`config.mk`:
```
export PLATFORM = sky130hd
export DESIGN_NAME = led_pattern_sequencer
export DESIGN_NICKNAME = d
export VERILOG_FILES = /design/src/rtl/led_pattern_sequencer.sv
export SDC_FILE = /design/constraint.sdc
export NUM_CORES = 1
export LEC_CHECK = 0
export ABC_AREA = 1
export CORE_UTILIZATION = 63
export DETAILED_ROUTE_END_ITERATION = 10
export GPL_TIMING_DRIVEN = 1
export PLACE_DENSITY = 0.82
export SKIP_LAST_GASP = 1
export SYNTH_ARGS = -nofsm -noshare
export SYNTH_HDL_FRONTEND = slang
export SYNTH_SLANG_ARGS = --single-unit
export TNS_END_PERCENT = 50
```
`constraint.sdc`:
```
create_clock -name clk -period 6.3 [get_ports clk]
set_input_delay 1.26 -clock clk [delete_from_list [all_inputs] [get_ports clk]]
set_output_delay 1.26 -clock clk [all_outputs]
set_load 0.02 [all_outputs]
```
`src/rtl/led_pattern_sequencer.sv`:
```
`default_nettype none
// =============================================================================
// Module   : led_pattern_sequencer
// Function : Button-driven 16-LED pattern sequencer with speed, mode and pause.
// Revision : 1.0
// =============================================================================
module led_pattern_sequencer #(
    parameter int unsigned BASE_DIV    = 12_500_000,
    parameter int unsigned SPEED_RESET = 3
) (
    input  logic        clk,
    input  logic        rst_n,
    input  logic        btnu,
    input  logic        btnd,
    input  logic        btnc,
    input  logic        btnl,
    output logic [15:0] leds,
    output logic [3:0]  speed_index,
    output logic [2:0]  mode,
    output logic        step_tick
);

    typedef enum logic [2:0] {
        MODE_OFF    = 3'd0,
        MODE_BLINK  = 3'd1,
        MODE_CHASE  = 3'd2,
        MODE_BOUNCE = 3'd3,
        MODE_BAR    = 3'd4
    } mode_e;

    localparam logic [31:0] C_BASE_DIV     = 32'(BASE_DIV);
    localparam logic [3:0]  C_SPEED_RESET  = 4'(SPEED_RESET);
    localparam logic [31:0] C_PERIOD_RESET = C_BASE_DIV * (32'd16 - {28'd0, C_SPEED_RESET});

    // Button index order: 0 = up, 1 = down, 2 = advance mode, 3 = pause
    logic [3:0]  btn_raw;
    logic [3:0]  sync1_q;
    logic [3:0]  sync2_q;
    logic [3:0]  dly_q;
    logic [3:0]  btn_pulse;
    logic        up_pulse;
    logic        down_pulse;
    logic        adv_pulse;
    logic        pause_pulse;

    logic [3:0]  speed_q;
    logic [3:0]  speed_d;
    logic        paused_q;
    logic        paused_d;

    mode_e       mode_q;
    mode_e       mode_d;
    logic        mode_load;

    logic [31:0] period_next;
    logic [31:0] count_q;
    logic [31:0] count_d;
    logic [31:0] period_q;
    logic [31:0] period_d;
    logic        step_done;
    logic        tick_q;
    logic        tick_d;

    logic [15:0] leds_q;
    logic [15:0] leds_d;
    logic        dir_q;
    logic        dir_d;
    logic [4:0]  bar_q;
    logic [4:0]  bar_d;
    logic [4:0]  bar_next;
    logic [15:0] bar_fill;

    assign btn_raw     = {btnl, btnc, btnd, btnu};
    assign btn_pulse   = sync2_q & ~dly_q;
    assign up_pulse    = btn_pulse[0];
    assign down_pulse  = btn_pulse[1];
    assign adv_pulse   = btn_pulse[2];
    assign pause_pulse = btn_pulse[3];

    always_ff @(posedge clk or negedge rst_n) begin
        if (!rst_n) begin
            sync1_q <= '0;
            sync2_q <= '0;
            dly_q   <= '0;
        end else begin
            sync1_q <= btn_raw;
            sync2_q <= sync1_q;
            dly_q   <= sync2_q;
        end
    end

    always_comb begin
        speed_d = speed_q;
        if (up_pulse) begin
            if (speed_q != 4'hF) begin
                speed_d = speed_q + 4'd1;
            end
        end else if (down_pulse) begin
            if (speed_q != 4'h0) begin
                speed_d = speed_q - 4'd1;
            end
        end
    end

    assign paused_d    = paused_q ^ pause_pulse;
    assign period_next = C_BASE_DIV * {27'd0, 5'd16 - {1'b0, speed_q}};

    always_comb begin
        mode_d    = mode_q;
        mode_load = 1'b0;
        case (mode_q)
            MODE_OFF: begin
                if (adv_pulse) begin
                    mode_d    = MODE_BLINK;
                    mode_load = 1'b1;
                end
            end
            MODE_BLINK: begin
                if (adv_pulse) begin
                    mode_d    = MODE_CHASE;
                    mode_load = 1'b1;
                end
            end
            MODE_CHASE: begin
                if (adv_pulse) begin
                    mode_d    = MODE_BOUNCE;
                    mode_load = 1'b1;
                end
            end
            MODE_BOUNCE: begin
                if (adv_pulse) begin
                    mode_d    = MODE_BAR;
                    mode_load = 1'b1;
                end
            end
            MODE_BAR: begin
                if (adv_pulse) begin
                    mode_d    = MODE_OFF;
                    mode_load = 1'b1;
                end
            end
            default: begin
                mode_d    = MODE_BLINK;
                mode_load = 1'b1;
            end
        endcase
    end

    always_ff @(posedge clk or negedge rst_n) begin
        if (!rst_n) begin
            mode_q <= MODE_BLINK;
        end else begin
            mode_q <= mode_d;
        end
    end

    assign step_done = (count_q == period_q - 32'd1);
    assign bar_next  = (bar_q == 5'd16) ? 5'd0 : bar_q + 5'd1;
    // Fill of n LEDs: shifting all-ones right by 16-n gives (1<<n)-1 for n = 0..16
    assign bar_fill  = 16'hFFFF >> (5'd16 - bar_next);

    always_comb begin
        count_d  = count_q;
        period_d = period_q;
        tick_d   = 1'b0;
        leds_d   = leds_q;
        dir_d    = dir_q;
        bar_d    = bar_q;
        if (mode_load) begin
            // A mode change restarts the step and overrides any step completing now
            count_d  = '0;
            period_d = period_next;
            dir_d    = 1'b0;
            bar_d    = '0;
            case (mode_d)
                MODE_CHASE,
                MODE_BOUNCE: leds_d = 16'h0001;
                default:     leds_d = 16'h0000;
            endcase
        end else if (!paused_q) begin
            if (step_done) begin
                count_d  = '0;
                period_d = period_next;
                tick_d   = 1'b1;
                case (mode_q)
                    MODE_BLINK: leds_d = ~leds_q;
                    MODE_CHASE: leds_d = {leds_q[14:0], leds_q[15]};
                    MODE_BOUNCE: begin
                        if (!dir_q) begin
                            leds_d = {leds_q[14:0], 1'b0};
                            if (leds_q[14]) begin
                                dir_d = 1'b1;
                            end
                        end else begin
                            leds_d = {1'b0, leds_q[15:1]};
                            if (leds_q[1]) begin
                                dir_d = 1'b0;
                            end
                        end
                    end
                    MODE_BAR: begin
                        bar_d  = bar_next;
                        leds_d = bar_fill;
                    end
                    default: leds_d = 16'h0000;
                endcase
            end else begin
                count_d = count_q + 32'd1;
            end
        end
    end

    always_ff @(posedge clk or negedge rst_n) begin
        if (!rst_n) begin
            speed_q  <= C_SPEED_RESET;
            paused_q <= 1'b0;
            count_q  <= '0;
            period_q <= C_PERIOD_RESET;
            tick_q   <= 1'b0;
            leds_q   <= 16'h0000;
            dir_q    <= 1'b0;
            bar_q    <= '0;
        end else begin
            speed_q  <= speed_d;
            paused_q <= paused_d;
            count_q  <= count_d;
            period_q <= period_d;
            tick_q   <= tick_d;
            leds_q   <= leds_d;
            dir_q    <= dir_d;
            bar_q    <= bar_d;
        end
    end

    assign leds        = leds_q;
    assign speed_index = speed_q;
    assign mode        = mode_q;
    assign step_tick   = tick_q;

endmodule
`default_nettype wire

```
* Yosys cells after proc, flatten, opt, wreduce, memory -nomap -nowiden
Index checks and enable logic that the tools add are counted.
** Operators by class
- Add/subtract/negate cells :: 7
- Multiply operators :: 1
- Eq/ne operators :: 11
- Shift-type cells :: 1
- Mux-type cells :: 39
- Bitwise logic cells :: 4
- Reduce and logical (&&, ||, !) cells :: 13
** Operators with widths (count)
- 2-to-1 mux 32 bit :: 6
- 2-to-1 mux 16 bit :: 4
- case mux 16 bit (4 select lines) :: 1
- adder 32 x 1 -> 32 bit, second input constant :: 1
- == test 32 bit :: 1
- subtractor 32 x 1 -> 32 bit, second input constant :: 1
- 2-to-1 mux 5 bit :: 5
- multiplier 19 x 5 -> 24 bit, first input constant :: 1
- 2-to-1 mux 4 bit :: 4
- NOT 16 bit :: 1
- right shift 16 x 5 -> 16 bit, first input constant :: 1
- 2-to-1 mux 3 bit :: 5
- case mux 3 bit (5 select lines) :: 1
- 2-to-1 mux 1 bit :: 13
- == test 3 x 2 -> 1 bit, second input constant :: 4
- nonzero test 2 bit :: 5
- AND reduction 3 bit :: 3
- adder 5 x 1 -> 5 bit, second input constant :: 1
- == test 5 bit, second input constant :: 1
- OR reduction 5 bit :: 1
- subtractor 5 x 4 -> 5 bit, first input constant :: 1
- subtractor 5 bit, first input constant :: 1
- adder 4 x 1 -> 4 bit, second input constant :: 1
- AND 4 bit :: 1
- 11 further kinds :: 12
** Storage, ports and cells
- Register bits after elaboration :: 107
- Logic and storage cells :: 88

* Logic depth before layout (Yosys ltp)
- Depth in word-level cells :: 8
- Gate-level depth with buffers :: 19
- Depth with buffers taken out :: 18

* Worst setup path before layout
No wires, ideal clock.
- Kind :: flip-flop to flip-flop
- Start :: reg speed_q[0], in the netlist speed_index[0]
- End :: reg period_q[27]
- Arrival time :: 4387 ps
- Data required time :: 6213 ps
- Setup slack :: 1826 ps
- Cell stages (with the launch flop) :: 17
- Buffers on the path :: 0
- Clock period less this slack :: 4474 ps
- Cells stage by stage :: dfstp_2 > inv_1 > ha_1 > xnor2_1 > fa_1 > inv_1 > fa_1 > inv_1 > ha_1 > ha_1 > a21oi_1 > nand2_1 > a21boi_0 > o21ai_0 > a31oi_1 > xor2_1 > o21ai_0
** On the way
- Longest elaborated chain between the ends :: 5
** RTL lines
- start, declared :: RTL line 46 : logic [3:0] speed_q;
- start signal, assigned :: RTL line 224 : speed_q <= speed_d;
- subtractor 5 x 4 -> 5 bit * :: RTL line 106 : assign period_next = C_BASE_DIV * {27'd0, 5'd16 - {1'b0, speed_q}};
- multiplier 19 x 5 -> 24 bit * :: RTL line 106
- 2-to-1 mux 32 bit :: RTL line 181 : if (step_done) begin
- 2-to-1 mux 32 bit :: RTL line 180 : end else if (!paused_q) begin
- 2-to-1 mux 32 bit * :: RTL line 169 : if (mode_load) begin
- end signal, assigned :: RTL line 227 : period_q <= period_d;
- end, declared :: RTL line 58 : logic [31:0] period_q;
Every way passes the cells marked *; elsewhere a longest branch is shown, timed or not. The select of a mux whose other input is x is not followed.
A chain may end at the register's enable or synchronous reset.

* Worst setup path after layout
Ends and elaborated chain as after synthesis.

==> out/metrics.cfg <==
[grt]
grt_pass1_wl_mm=31.10
grt_max_degree=80
grt.overflow.total=0
grt_busiest_layer=met2
grtUsageMet3_pct=4.968
grtUsageMet1_pct=43.41
grt_pass1_vias=6382
grt_util_met2_pct=48.68
grt_use_total_pct=30.81
antenna_found_initial=0

[sta]
finalMaxSlewViolations=0
finalSetupTns_ns=0
fmax_ghz=0.1977
whs_ns=0.3544
clock-skew-final_ns=0.01082
hold_viol=0
slew-limit-headroom_pct=43.18
rsz0062_at_grt=false
period_needed_ns=5.058
fin_crit_sh_pct=80.28
finalSetupViolations=0
tightest_slew_ns=0.8457

[route]
remaining_drc_errors=0
drt-total-wl_mm=18.44
vias=6983
drt_iter0_drc=628
wl_per_cell_microns=14.92
drt_first_pass_iters=6
viasPerCell=5.650
postRouteAntennaNets=0

[final_layout]
syn_to_final_growth_pct=8.747
regArea_sq_um=2472
drive_gt1_share_pct=5.877
multi_input_area_sq_um=4598
post-route-util_pct=70.09
fin_nets=1153
n_antenna_cell=0
nFillCells=1011
final_area_sq_um=8384

[clock_network]
cts_tree=done
clk_path_buf_depth=2
ctsHoldBuffers=0
clock-sinks=98
post_cts_buffers=0
clkTransAtPathRegs_ns=0.07
htree_levels=3
cts_resized=0
numCtsBuffers=9
cts-root-buf=clkbuf_16
clock_latency_ns=0.36

[place]
hpwl_mm=13.58
place_area_sq_um=8075
place_congestion=0.9504
portBuffers=29

[setup_path]
endpoint_kind=register
required_ns=6.55
critical_path_class=reg -> reg
r2r_cells=16
crit_start=speed_index[0]
reg2reg_to=period_q[27]
slowest_stage=dfstp_2
r2r_slack_ns=1.24
critical_path.endpoint=period_q[27]
startpoint_type=register
crit_chain=inv_1 > ha_1 > xnor2_1 > fa_1 > inv_1 > fa_1 > inv_1 > ha_1 > ha_1 > a21oi_1 > nand2_1 > a21boi_0 > o21ai_0 > a31oi_1 > xor2_1 > o21ai_0
r2r-start=speed_index[0]
crit_fanout=12
cp.arrival_ns=5.31
slowest_delay_ns=0.75

[synth]
synth_edf_count=0
synth-seq-cells=98
syn_nets=1133
synthFlopType=dfrtp_1
synth_cell_type_count=44
synthCells=1064
ys_async_sr_fraction_pct=100.0
yosysSeqAreaShare_pct=32.07
syn_avg_cell_area_sq_um=7.246
yosysWarnings=0
syn_area_sq_um=7710

[flow_run]
cap_viol_max_count=0

[die]
num_rows=40
fp.dieW_microns=112.6
die_y_microns=112.6
start_util_pct=64.46
io_pins=30
die_area_sq_um=12680
core_sq_um=11960

[min_path]
hold_path_class=reg -> reg

[run_status]
status=complete, no violations

-- routing by layer --
metal  routed length [microns]  up-vias
li1                          -     3476
met1                      8694     3281
met2                      8375      203
met3                      1069       23
met4                       301        0
met5                         0        -
-- layout by cell type, fill, tap and decap left out, types with 2 or more instances in the layout --
cell / count
inv_1: 130
nor4_1: 4
nor2_2: 7
a31oi_1: 2
nand4_1: 24
dfstp_2: 16
o21ai_0: 54
nand2_1: 281
nand3_1: 73
nor2_4: 2
clkbuf_16: 9
dfrtp_1: 82
xor2_1: 35
buf_4: 6
inv_6: 2
a21oi_1: 49
or2_2: 5
a211oi_1: 3
o21ai_2: 4
nand3b_1: 4
clkdlybuf4s50_1: 28
inv_8: 2
nor3_1: 11
nor2_1: 113
fa_1: 17
a21boi_0: 3
ha_1: 46
a221oi_1: 4
nand2_2: 4
o22ai_1: 8
o21ai_1: 11
xnor2_1: 35
-- logic make-up after synthesis --
logic type | synth area share, %
adders and majority gates | 11.88
xor gates and xnor gates | 7.952
DFF | 32.07
and+or+nand+nor | 29.23
AOI/OAI and AO/OA | 10.44
buffers and inverters | 8.293
muxes | 0.1460
-- sequential cells by signal, summed over array words and instances (netlist names) --
name / flops
sync2_q: 4
speed_index: 4
paused_q: 1
bar_q: 5
period_q: 23
sync1_q: 4
mode: 3
leds: 16
dir_q: 1
step_tick: 1
count_q: 32
dly_q: 4
-- worst min-delay path by stage --
stage,start,to,cells after the start
final,sync1_q[0],sync2_q[0],0
after global routing,sync1_q[0],sync2_q[0],0
after CTS,sync1_q[0],sync2_q[0],0
after detailed placement,sync1_q[0],sync2_q[0],0
after global placement,sync1_q[1],sync2_q[1],0
after floorplan,sync1_q[0],sync2_q[0],0
-- layout make-up --
cell class	count	share of cell area (%)
Clock buffer	9	2.686
Inverter	132	5.910
Multi-Input combinational cell	809	54.84
Clock inverter	7	0.9999
Sequential cell	98	29.49
Timing Repair Buffer	34	3.880
Tap cell	147	2.194
-- metrics by stage --
step                std cells  setup WS (ns)
CTS                      1236          1.230
detailed placement       1220          1.276
finish                   1236          1.242
global placement         1220          1.446
floorplan                1064          1.826
global route             1236         0.8185
-- critical path, delay by kind of cell, from the launching register on --
| kind | cells | cell delay (ns) |
|---|---|---|
| flip-flops | 1 | 0.75 |
| buffers and inverters | 3 | 0.58 |
| AO/OA/AOI/OAI | 5 | 1.02 |
| XOR/XNOR | 2 | 0.62 |
| adder cells (fa/ha/maj) | 5 | 1.86 |
| AND/OR/NAND/NOR | 1 | 0.11 |
-- synthesized netlist by cell type, types with 2 or more instances --
| master | n | area (sq um) |
|---|---|---|
| xnor2_1 | 35 | 306.5 |
| buf_6 | 3 | 33.78 |
| a21oi_1 | 49 | 245.2 |
| o21ai_0 | 54 | 270.3 |
| nor2_1 | 113 | 424.2 |
| nor4_1 | 4 | 25.02 |
| xor2_1 | 35 | 306.5 |
| clkbuf_1 | 7 | 26.28 |
| a221oi_1 | 4 | 35.03 |
| o22ai_1 | 8 | 50.05 |
| or2_2 | 5 | 31.28 |
| dfstp_2 | 16 | 420.4 |
| inv_1 | 130 | 488.0 |
| nor2_4 | 2 | 22.52 |
| ha_1 | 46 | 575.6 |
| a211oi_1 | 3 | 22.52 |
| fa_1 | 17 | 340.3 |
| nand2_1 | 281 | 1055 |
| buf_4 | 4 | 30.03 |
| nand4_1 | 24 | 150.1 |
| nor3_1 | 11 | 55.05 |
| o21ai_1 | 11 | 55.05 |
| o21ai_2 | 4 | 35.03 |
| dfrtp_1 | 82 | 2052 |
| nand2_2 | 4 | 25.02 |
| buf_2 | 10 | 50.05 |
| nor2_2 | 7 | 43.79 |
| a21boi_0 | 3 | 22.52 |
| nand3b_1 | 4 | 30.03 |
| a31oi_1 | 2 | 12.51 |
| nand3_1 | 73 | 365.4 |
Power is not shown: default switching activity piles up to over one toggle a cycle in this logic, so the estimate is an artifact.
